$ cat config.mk
export PLATFORM = sky130hd
export DESIGN_NAME = dip_switch_debouncer
export DESIGN_NICKNAME = d
export VERILOG_FILES = /design/src/rtl/dip_switch_debouncer.sv
export SDC_FILE = /design/constraint.sdc
export NUM_CORES = 1
export LEC_CHECK = 0
export ABC_AREA = 1
export BUFFER_PORTS_ARGS = -buffer_cell sky130_fd_sc_hd__buf_2
export CAP_MARGIN = 20
export CORE_ASPECT_RATIO = 1.4
export CORE_UTILIZATION = 54
export CTS_BUF_LIST = sky130_fd_sc_hd__clkbuf_16
export DETAILED_ROUTE_END_ITERATION = 10
export PLACE_DENSITY = 0.75
export SLEW_MARGIN = 20
export SYNTH_ARGS = -nofsm -noshare
export SYNTH_HDL_FRONTEND = slang
export SYNTH_HIERARCHICAL = 1
export SYNTH_SLANG_ARGS = --single-unit
$ cat constraint.sdc
create_clock -name clk -period 1.45 [get_ports clk]
set_input_delay 0.0725 -clock clk [delete_from_list [all_inputs] [get_ports clk]]
set_output_delay 0.0725 -clock clk [all_outputs]
set_load 0.02 [all_outputs]
$ cat src/rtl/dip_switch_debouncer.sv
// dip_switch_debouncer: resynchronize and debounce two 4-bit DIP switch banks
//
// Optional feature macro: DIP_DEBOUNCE_ACTIVE_LOW_EN
//   defined   -> raw inputs are inverted before the synchronizer (pulled-up switches)
//   undefined -> raw inputs are used as-is (switch on = 1)
//
// Ports:
//   clk     in   system clock (HSOSC CLKHF)
//   reset   in   synchronous, active-low reset
//   s1_raw  in   raw DIP bank 1, asynchronous to clk
//   s2_raw  in   raw DIP bank 2, asynchronous to clk
//   s1      out  debounced bank 1 value
//   s2      out  debounced bank 2 value
//   s1_chg  out  one-cycle pulse when s1 updates
//   s2_chg  out  one-cycle pulse when s2 updates

// dip_debounce_slice: one bank's synchronizer plus vector debounce FSM
//
// Ports:
//   clk, reset  as above
//   raw         polarity-corrected raw bank input
//   out         debounced value
//   chg         one-cycle update strobe
module dip_debounce_slice #(
    parameter int DEBOUNCE_CYCLES = 240000,
    parameter int CNT_W = $clog2(DEBOUNCE_CYCLES + 1)
) (
    input  logic       clk,
    input  logic       reset,
    input  logic [3:0] raw,
    output logic [3:0] out,
    output logic       chg
);
    localparam logic [0:0] IDLE  = 1'b0;
    localparam logic [0:0] COUNT = 1'b1;

    logic [3:0]       sync1;
    logic [3:0]       sync2;
    logic [3:0]       cand;
    logic [CNT_W-1:0] cnt;
    logic [0:0]       state;

    always_ff @(posedge clk) begin
        if (!reset) begin
            sync1 <= 4'h0;
            sync2 <= 4'h0;
            cand  <= 4'h0;
            out   <= 4'h0;
            cnt   <= '0;
            chg   <= 1'b0;
            state <= IDLE;
        end else begin
            sync1 <= raw;
            sync2 <= sync1;
            chg   <= 1'b0;
            if (state == IDLE) begin
                if (sync2 != out) begin
                    cand  <= sync2;
                    cnt   <= CNT_W'(1);
                    state <= COUNT;
                end else begin
                    cnt <= '0;
                end
            end else if (sync2 == out) begin
                // bounced back to the current value: abandon the candidate
                cnt   <= '0;
                state <= IDLE;
            end else if (sync2 != cand) begin
                // settled on yet another value: restart the window on it
                cand <= sync2;
                cnt  <= CNT_W'(1);
            end else if (cnt == CNT_W'(DEBOUNCE_CYCLES - 1)) begin
                out   <= cand;
                chg   <= 1'b1;
                cnt   <= '0;
                state <= IDLE;
            end else begin
                cnt <= cnt + CNT_W'(1);
            end
        end
    end
endmodule

module dip_switch_debouncer #(
    parameter int DEBOUNCE_CYCLES = 240000,
    parameter int CNT_W = $clog2(DEBOUNCE_CYCLES + 1)
) (
    input  logic       clk,
    input  logic       reset,
    input  logic [3:0] s1_raw,
    input  logic [3:0] s2_raw,
    output logic [3:0] s1,
    output logic [3:0] s2,
    output logic       s1_chg,
    output logic       s2_chg
);
    logic [3:0] s1_in;
    logic [3:0] s2_in;

`ifdef DIP_DEBOUNCE_ACTIVE_LOW_EN
    assign s1_in = ~s1_raw;
    assign s2_in = ~s2_raw;
`else
    assign s1_in = s1_raw;
    assign s2_in = s2_raw;
`endif

    dip_debounce_slice #(.DEBOUNCE_CYCLES(DEBOUNCE_CYCLES), .CNT_W(CNT_W)) u_bank1 (
        .clk   (clk),
        .reset (reset),
        .raw   (s1_in),
        .out   (s1),
        .chg   (s1_chg)
    );

    dip_debounce_slice #(.DEBOUNCE_CYCLES(DEBOUNCE_CYCLES), .CNT_W(CNT_W)) u_bank2 (
        .clk   (clk),
        .reset (reset),
        .raw   (s2_in),
        .out   (s2),
        .chg   (s2_chg)
    );
endmodule

==> run metrics, run 1 <==
clk_skew=0.00568 ns; Yosys reg bits=72; vias in the first global route=around 2900; Root Buffer=clkbuf_16; Seq pwr share=0.444; max-cap violation count=0; RePlAce Congestion=around 0.94; Sw Share=0.216; Peak VDD IR=a little under 0.0009 V; Power, Total=0.00466 W; min-delay worst type=input pin to flop; WP data required=1.67 ns; DR DRC count=0; Simple-Gate Fraction of Synth Area=0.361; Final Cycle Share=1.01; crit path time final=between 1 and 1.5 ns; n_diodes=0; worst-skew pair later-pin latency=between 0.3 and 0.4 ns; register area share after synthesis=0.426; hold_ws=approximately 0.09 ns; Setup Total Neg Slack=-0.00790 ns; multiplexer share of the synthesized area=0; leakage=between 1.5 and 2 nW; PortBufs=19; Die Width=between 60 and 70 um; Core Box Area=5950 sq um; fin. max-slew vios=0; area leader, netlist=dfxtp_1; Iter 0 DRT Violations=roughly 210; cts bufs inserted=9; WL met2=4080 um; via count=around 3200; first-pass detailed-route iteration total=5; vias per std cell=about 5.1; Mapped Area=around 3400 sq um; Longest Clk Path Bufs=2; initial antenna violation count=0; Mapped Avg Cell Area=just over 7 sq um; pwr dens=around 1000 nW/um^2; Die Area=about 6600 sq um; Pint=0.00365 W; CP arrival=around 1.7 ns; CTS tree=yes; initial core utilization=0.569; final setup margin=-0.00755 ns; Setup Crit Path Kind=flop to flop; failing checks=negative setup slack; setup violators final=2; Yosys top cell area share=0.426; CP Max Fanout=5; Synth Net Count=between 400 and 500; most area-consuming cells after synthesis=dfxtp_1 (43%), nand2_1 (13%), inv_1 (8.1%); final net count=556; Setup crit end kind=flop; first-pass GRT wire length=11400 um; io pins=20; post-synth cell types=31; total wire length=approximately 7700 um; power share of the combinational group=0.067; highest routed layer=met4; most frequent cell after synthesis=nand2_1; adder-cell area share of the yosys netlist=0.00740; Tot GR Track Use=0.229; RSZ-0062 raised after global routing=true; Area Overhead vs Synth=32.1%; Congestion Overflow GR=0; run status=complete, but fails checks; Final HPWL DP=4720 um; XOR/XNOR share of the synthesized area=0.0699; share of cells above drive strength 1=0.271; largest net degree at the start of global routing=19; Worst Setup Start Kind=flop; Routed Antenna Nets=0; Synth top cells by count=nand2_1 (114), inv_1 (73), dfxtp_1 (72); Mapped Cells=473; Clock Power Share=0.489; P_sw=about 0.001 W; EDFF count, synth=0; met3 WL post-DR=between 300 and 400 um; endpoints failing hold=0; H-Tree Level Count=3; die span in y=between 90 and 100 um; Synth Warn #=6; Async SR Flop Fraction=0; main combinational cell family by area after synthesis=simple AND/OR/NAND/NOR gates; Max Clk Rate=about 0.7 GHz; Top FF cell, synth=dfxtp_1; CTS Sinks=around 70; Clock Pin Slew Worst Setup and Hold Paths=0.06 ns; Worst Max-Slew Pin Slew=~0.34 ns; Compound-Gate Fraction of Synth Area=0.0392; Worst slew margin=0.771; metal1 wirelength=3040 um; Site Rows=33; WL/cell=12.5 um
-- final cells by class --
cell class              instances  area, sq um
multi-input cells             319         1790
flip-flops and latches         72         1460
well taps                      70         87.6
inverters                      75          284
repair buffers                 67          536
clock buffers                   9          225
clock inverters                 7         86.3
fillers                       426         1480
-- final timing paths --
path,startpoint,endpoint,slack [ns],cells after the start
worst min register to register,u_bank2/sync1[1]$_SDFF_PN0_,u_bank2/sync2[1]$_SDFF_PN0_,0.41,2
worst min-delay path,reset,u_bank1/chg$_SDFF_PP0_,0.09,3
worst max-delay path,u_bank2/cnt[0]$_SDFF_PN0_,u_bank2/cnt[0]$_SDFF_PN0_,-0.008,7
worst max register to register,u_bank2/cnt[0]$_SDFF_PN0_,u_bank2/cnt[0]$_SDFF_PN0_,-0.008,7
-- cell usage in the layout, fill, tap and decap left out, types with 8 or more instances in the layout --
cell | netlist | layout
buf_2 | 2 | 19
a21oi_1 | 19 | 15
inv_1 | 73 | 70
xor2_1 | 18 | 17
clkbuf_16 | 0 | 11
nor2_2 | 15 | 20
buf_4 | 0 | 36
nand3_1 | 27 | 21
dlygate4sd3_1 | 0 | 8
nor2_1 | 66 | 57
nand2_1 | 114 | 113
dfxtp_1 | 72 | 57
dfxtp_2 | 0 | 14
nand4_1 | 13 | 13
-- timing repair --
| action | CTS | global route |
|---|---|---|
| gates resized for setup | 11 | 46 |
| hold buffers | 8 | 0 |
| setup endpoints to repair | 17 | 48 |
| setup buffers | 4 | 5 |
| gates cloned | 0 | 2 |
| pin swaps | 8 | 10 |
| endpoints found under the hold margin | 8 | 0 |
-- through the flow --
| stage | cell area, sq um | worst slack (ns) | std cells | util |
|---|---|---|---|---|
| final | 4470 | -0.00755 | 619 | 0.752 |
| after global routing | 4470 | -0.174 | 619 | 0.752 |
| after CTS | 4230 | 0.00615 | 612 | 0.712 |
| after detailed placement | 3750 | -0.0335 | 584 | 0.631 |
| after global placement | 3750 | 0.0430 | 584 | 0.631 |
| after floorplan | 3380 | 0.0101 | 473 | - |
-- kinds of logic (layout without fill, tap and decap cells) --
kind of cell / Yosys count / after routing
buffers and inverters: 82 / 158
xor gates and xnor gates: 27 / 27
adders and majority gates: 2 / 2
DFF: 72 / 72
and+or+nand+nor: 264 / 264
AOI/OAI and AO/OA: 26 / 26
-- registers in the layout, indices dropped and copies added (netlist names) --
register	flops
u_bank2/cand	4
u_bank2/state	1
u_bank1/chg	1
u_bank1/sync2	4
u_bank1/state	1
u_bank1/cand	4
u_bank1/cnt	18
u_bank1/out	4
u_bank1/sync1	4
u_bank2/sync1	4
u_bank2/cnt	18
u_bank2/chg	1
u_bank2/sync2	4
u_bank2/out	4
-- worst max-delay path: stages (launching register included) --
cell	delay, ns
dfxtp_2	0.33
ha_2	0.21
nand3_4	0.10
nor2_2	0.13
nand3_2	0.17
nor2_4	0.19
nor2_1	0.06
and2_1	0.14
-- power groups by stage --
stage	clock, W	combinational [W]	sequential [W]
2_1_floorplan	0	0.000196	0.00210
3_3_place_gp	0	0.000254	0.00211
3_5_place_dp	0	0.000259	0.00211
4_1_cts	0.00233	0.000282	0.00207
5_1_grt	0.00241	0.000348	0.00207
6_report	0.00228	0.000312	0.00207
-- metal layers --
metal  GRT usage  vias to the layer above
met3      0.0538                       32
met4       0.126                        0
met5           0                        -
met2       0.399                      110
li1            -                     1606
met1       0.246                     1438
No activity file was read; power rests on OpenSTA's default activity.
==> run 2, diff against run 1 <==
--- a/config.mk
+++ b/config.mk
@@ -8,13 +8,14 @@
 export ABC_AREA = 1
 export BUFFER_PORTS_ARGS = -buffer_cell sky130_fd_sc_hd__buf_2
 export CAP_MARGIN = 20
+export CELL_PAD_IN_SITES_DETAIL_PLACEMENT = 1
+export CELL_PAD_IN_SITES_GLOBAL_PLACEMENT = 2
 export CORE_ASPECT_RATIO = 1.4
-export CORE_UTILIZATION = 54
+export CORE_UTILIZATION = 32
 export CTS_BUF_LIST = sky130_fd_sc_hd__clkbuf_16
 export DETAILED_ROUTE_END_ITERATION = 10
-export PLACE_DENSITY = 0.75
+export PLACE_DENSITY_LB_ADDON = 0.1
 export SLEW_MARGIN = 20
 export SYNTH_ARGS = -nofsm -noshare
 export SYNTH_HDL_FRONTEND = slang
-export SYNTH_HIERARCHICAL = 1
 export SYNTH_SLANG_ARGS = --single-unit
==> run 2 against run 1 <==
The run now ends clean; clock-buffer cell count did not move; cell count rose by 16%; critical path depth grew 2; area after synthesis grew 4.1%; die area up 73%; core utilization shrank 28 points; hold slack gained 0.0018 ns.
==> run metrics, run 2 <==
run status=completed; XOR/XNOR share of the synthesized area=0.0672 (-0.00273); Fill cells=1305 (+210%); slowest CP cell=dfxtp_2; total wire length=9400 um (+22%); Top Registers=u_bank1.cnt: 18 flops, u_bank2.cnt: 18 flops; clk_skew=0.00671 ns (+0.00103 ns); setup violators final=0 (-2); Core Box Area=10500 sq um (+77%); Peak VDD IR=0.000534 V (-40%); Die Width=90.6 um (+32%); Root Buffer=clkbuf_16; post-placement setup slack=-0.0850 ns (-0.0515 ns); largest net degree at the start of global routing=17 (-2); Clock Pin Slew Worst Setup and Hold Paths=0.06 ns (about the same); Synth Net Count=495 (+2.1%); PortBufs=19 (unchanged); Final HPWL DP=6380 um (+35%); commonest non-fill, non-tap cell in the layout=nand2_1; Congestion Overflow GR=0 (unchanged); Die Area=11400 sq um (+73%); Core Util, Final=0.469 (-0.282); Setup crit end kind=flop; adder-cell area share of the yosys netlist=0.00711 (-0.000289); Synth Warn #=0 (-6); Crit path largest cell delay=0.35 ns (+0.02 ns); Area Overhead vs Synth=40.2%; post-synth cell types=30 (-3.2%); Yosys top cell area share=0.410 (-0.0167); WL/cell=13.1 um (+5.3%); io pins=20 (unchanged); crit path time final=1.45 ns (-0.0118 ns); Max Clk Rate=0.692 GHz (+0.82%); Setup Crit Path Kind=flop to flop; P_sw=0.00115 W (+15%); fin. max-slew vios=0 (unchanged); Final Cycle Share=0.997 (-0.00816); most area-consuming cells after synthesis=dfxtp_1 (41%), nand2_1 (11%), inv_1 (8.5%); RSZ-0062 raised after global routing=true; Power, Total=0.00469 W (+0.63%); Mapped Cells=483 (+2.1%); first-pass GRT wire length=15300 um (+35%); Reg2Reg Depth=9 (+2); via count=3209 (+0.72%); CTS tree=yes; Sw Share=0.246 (+0.0304); EDFF count, synth=0 (unchanged); CTS Sinks=72 (unchanged); Longest Clk Path Bufs=2 (unchanged); Synth top cells by count=nand2_1 (104), inv_1 (80), dfxtp_1 (72); Mapped Area=3520 sq um (+4.1%); H-Tree Level Count=3 (unchanged); Simple-Gate Fraction of Synth Area=0.383 (+0.0222); leakage=2.10 nW (+13%); worst-skew pair later-pin latency=0.34 ns (about the same); min-delay worst type=input pin to flop; CP Max Fanout=3 (-2); hold_ws=0.0922 ns (+0.00176 ns); Async SR Flop Fraction=0 (unchanged); share of cells above drive strength 1=0.375 (+0.104); Worst Max-Slew Pin Slew=0.304 ns (-0.0358 ns); Hold Crit Depth=3 (unchanged); WP data required=1.67 ns (about the same); Routed Antenna Nets=0 (unchanged); endpoints failing hold=0 (unchanged); pwr dens=950 nW/um^2 (-8.9%); power share of the combinational group=0.085 (+0.018); most frequent CP cell=nor2_4; initial antenna violation count=0 (unchanged); n_diodes=0 (unchanged); Finished Layout Cells=716 (+16%); RePlAce Congestion=0.743 (-21%); register area share after synthesis=0.410 (-0.0167); CP arrival=1.67 ns (about the same); vias per std cell=4.48 (-13%); final net count=585 (+5.2%); Yosys reg bits=72 (unchanged); die span in y=126 um (+32%); Pint=0.00353 W (-3.3%); first-pass detailed-route iteration total=4 (-1); multiplexer share of the synthesized area=0 (unchanged); crit-path cells=ha_4, nand3_4, buf_6, nor2_4, inv_2, nor2_4, buf_4, xor2_4, nor2_4; area leader, netlist=dfxtp_1; max-cap violation count=0 (unchanged); DR DRC count=0 (unchanged); Compound-Gate Fraction of Synth Area=0.0306 (-0.00864); Tot GR Track Use=0.171 (-0.0583); cts bufs inserted=9 (unchanged); Placed Instances=667 (+14%); Iter 0 DRT Violations=52 (-76%); initial core utilization=0.335 (-0.234); Worst Setup Start Kind=flop; Site Rows=44 (+33%); final setup margin=0.00428 ns (+0.0118 ns); most frequent cells in the layout=nand2_1 (95), inv_1 (71), nor2_1 (58); Clock Power Share=0.474 (-0.015); main combinational cell family by area after synthesis=simple AND/OR/NAND/NOR gates; vias in the first global route=3323 (+15%); Seq pwr share=0.442 (-0.002); most frequent cell after synthesis=nand2_1; Worst slew margin=0.796 (+0.0249); Top FF cell, synth=dfxtp_1; Mapped Avg Cell Area=7.29 sq um (+1.9%)
[run 2: changes by cell type after synthesis, sizes merged, moves of 2 or more]
cell	previous run	this run
nor2	84	101
o21ai	6	10
a31oi	0	2
inv	74	86
xnor2	9	6
nand3	32	36
nand4	14	10
xor2	18	21
nor3	10	8
or2	3	1
nand3b	2	0
nand2	116	111
a21oi	19	9
[run 2: final timing paths]
| check | end | start | slack [ns] |
|---|---|---|---|
| worst max-delay path | u_bank2.cnt[10]$_SDFF_PP0_ | u_bank2.cnt[0]$_SDFF_PN0_ | 0.004 |
| worst min-delay path | u_bank2.out[0]$_SDFFE_PN0P_ | reset | 0.09 |
| worst max register to register | u_bank2.cnt[10]$_SDFF_PP0_ | u_bank2.cnt[0]$_SDFF_PN0_ | 0.004 |
| worst min register to register | u_bank1.sync2[2]$_SDFF_PN0_ | u_bank1.sync1[2]$_SDFF_PN0_ | 0.41 |
[run 2: worst max-delay path, delay by kind of cell (launching register included)]
family	cells	cell delay, ns
DFF	1	0.35
and+or+nand+nor	4	0.33
buffers and inverters	3	0.33
xor gates and xnor gates	1	0.17
adders and majority gates	1	0.15
[run 2: layout make-up]
| cell class | instances | area, sq um | area share |
|---|---|---|---|
| Clock buffer | 9 | 225 | 0.0456 |
| Clock inverter | 7 | 71.3 | 0.0144 |
| Inverter | 86 | 328 | 0.0664 |
| Multi-Input combinational cell | 319 | 1970 | 0.399 |
| Sequential cell | 72 | 1490 | 0.302 |
| Tap cell | 138 | 173 | 0.0350 |
| Timing Repair Buffer | 85 | 681 | 0.138 |
[run 2: repair_timing]
item,CTS,global route
endpoints found under the hold margin,8,0
setup buffers,6,17
setup endpoints to repair,40,51
hold buffers,8,0
pin swaps,9,22
resized for setup,29,73
gates cloned,1,1
[run 2: power groups by stage]
| stage | registers (W) | clock network (W) | logic [W] |
|---|---|---|---|
| 2_1_floorplan | 0.00210 | 0 | 0.000211 |
| 3_3_place_gp | 0.00211 | 0 | 0.000277 |
| 3_5_place_dp | 0.00211 | 0 | 0.000284 |
| 4_1_cts | 0.00207 | 0.00230 | 0.000313 |
| 5_1_grt | 0.00208 | 0.00238 | 0.000443 |
| 6_report | 0.00207 | 0.00222 | 0.000396 |
[run 2: per-stage QoR]
step,setup TNS [ns],area [sq um]
floorplan,0,3520
global placement,-0.109,4020
detailed placement,-0.663,4020
CTS,-0.0488,4560
global route,-0.780,4940
finish,0,4940
[run 2: routing by layer]
layer,track usage,vias to the layer above,share of wire
li1,-,1642,-
met5,0,-,0
met4,0.0759,0,0.021
met3,0.0314,12,0.016
met2,0.327,24,0.57
met1,0.178,1531,0.39
[run 2: cell families after synthesis]
group | count (synthesis)
compound gates | 21
flops | 72
simple gates | 269
buf+inv | 92
fa+ha+maj | 2
xor+xnor | 27
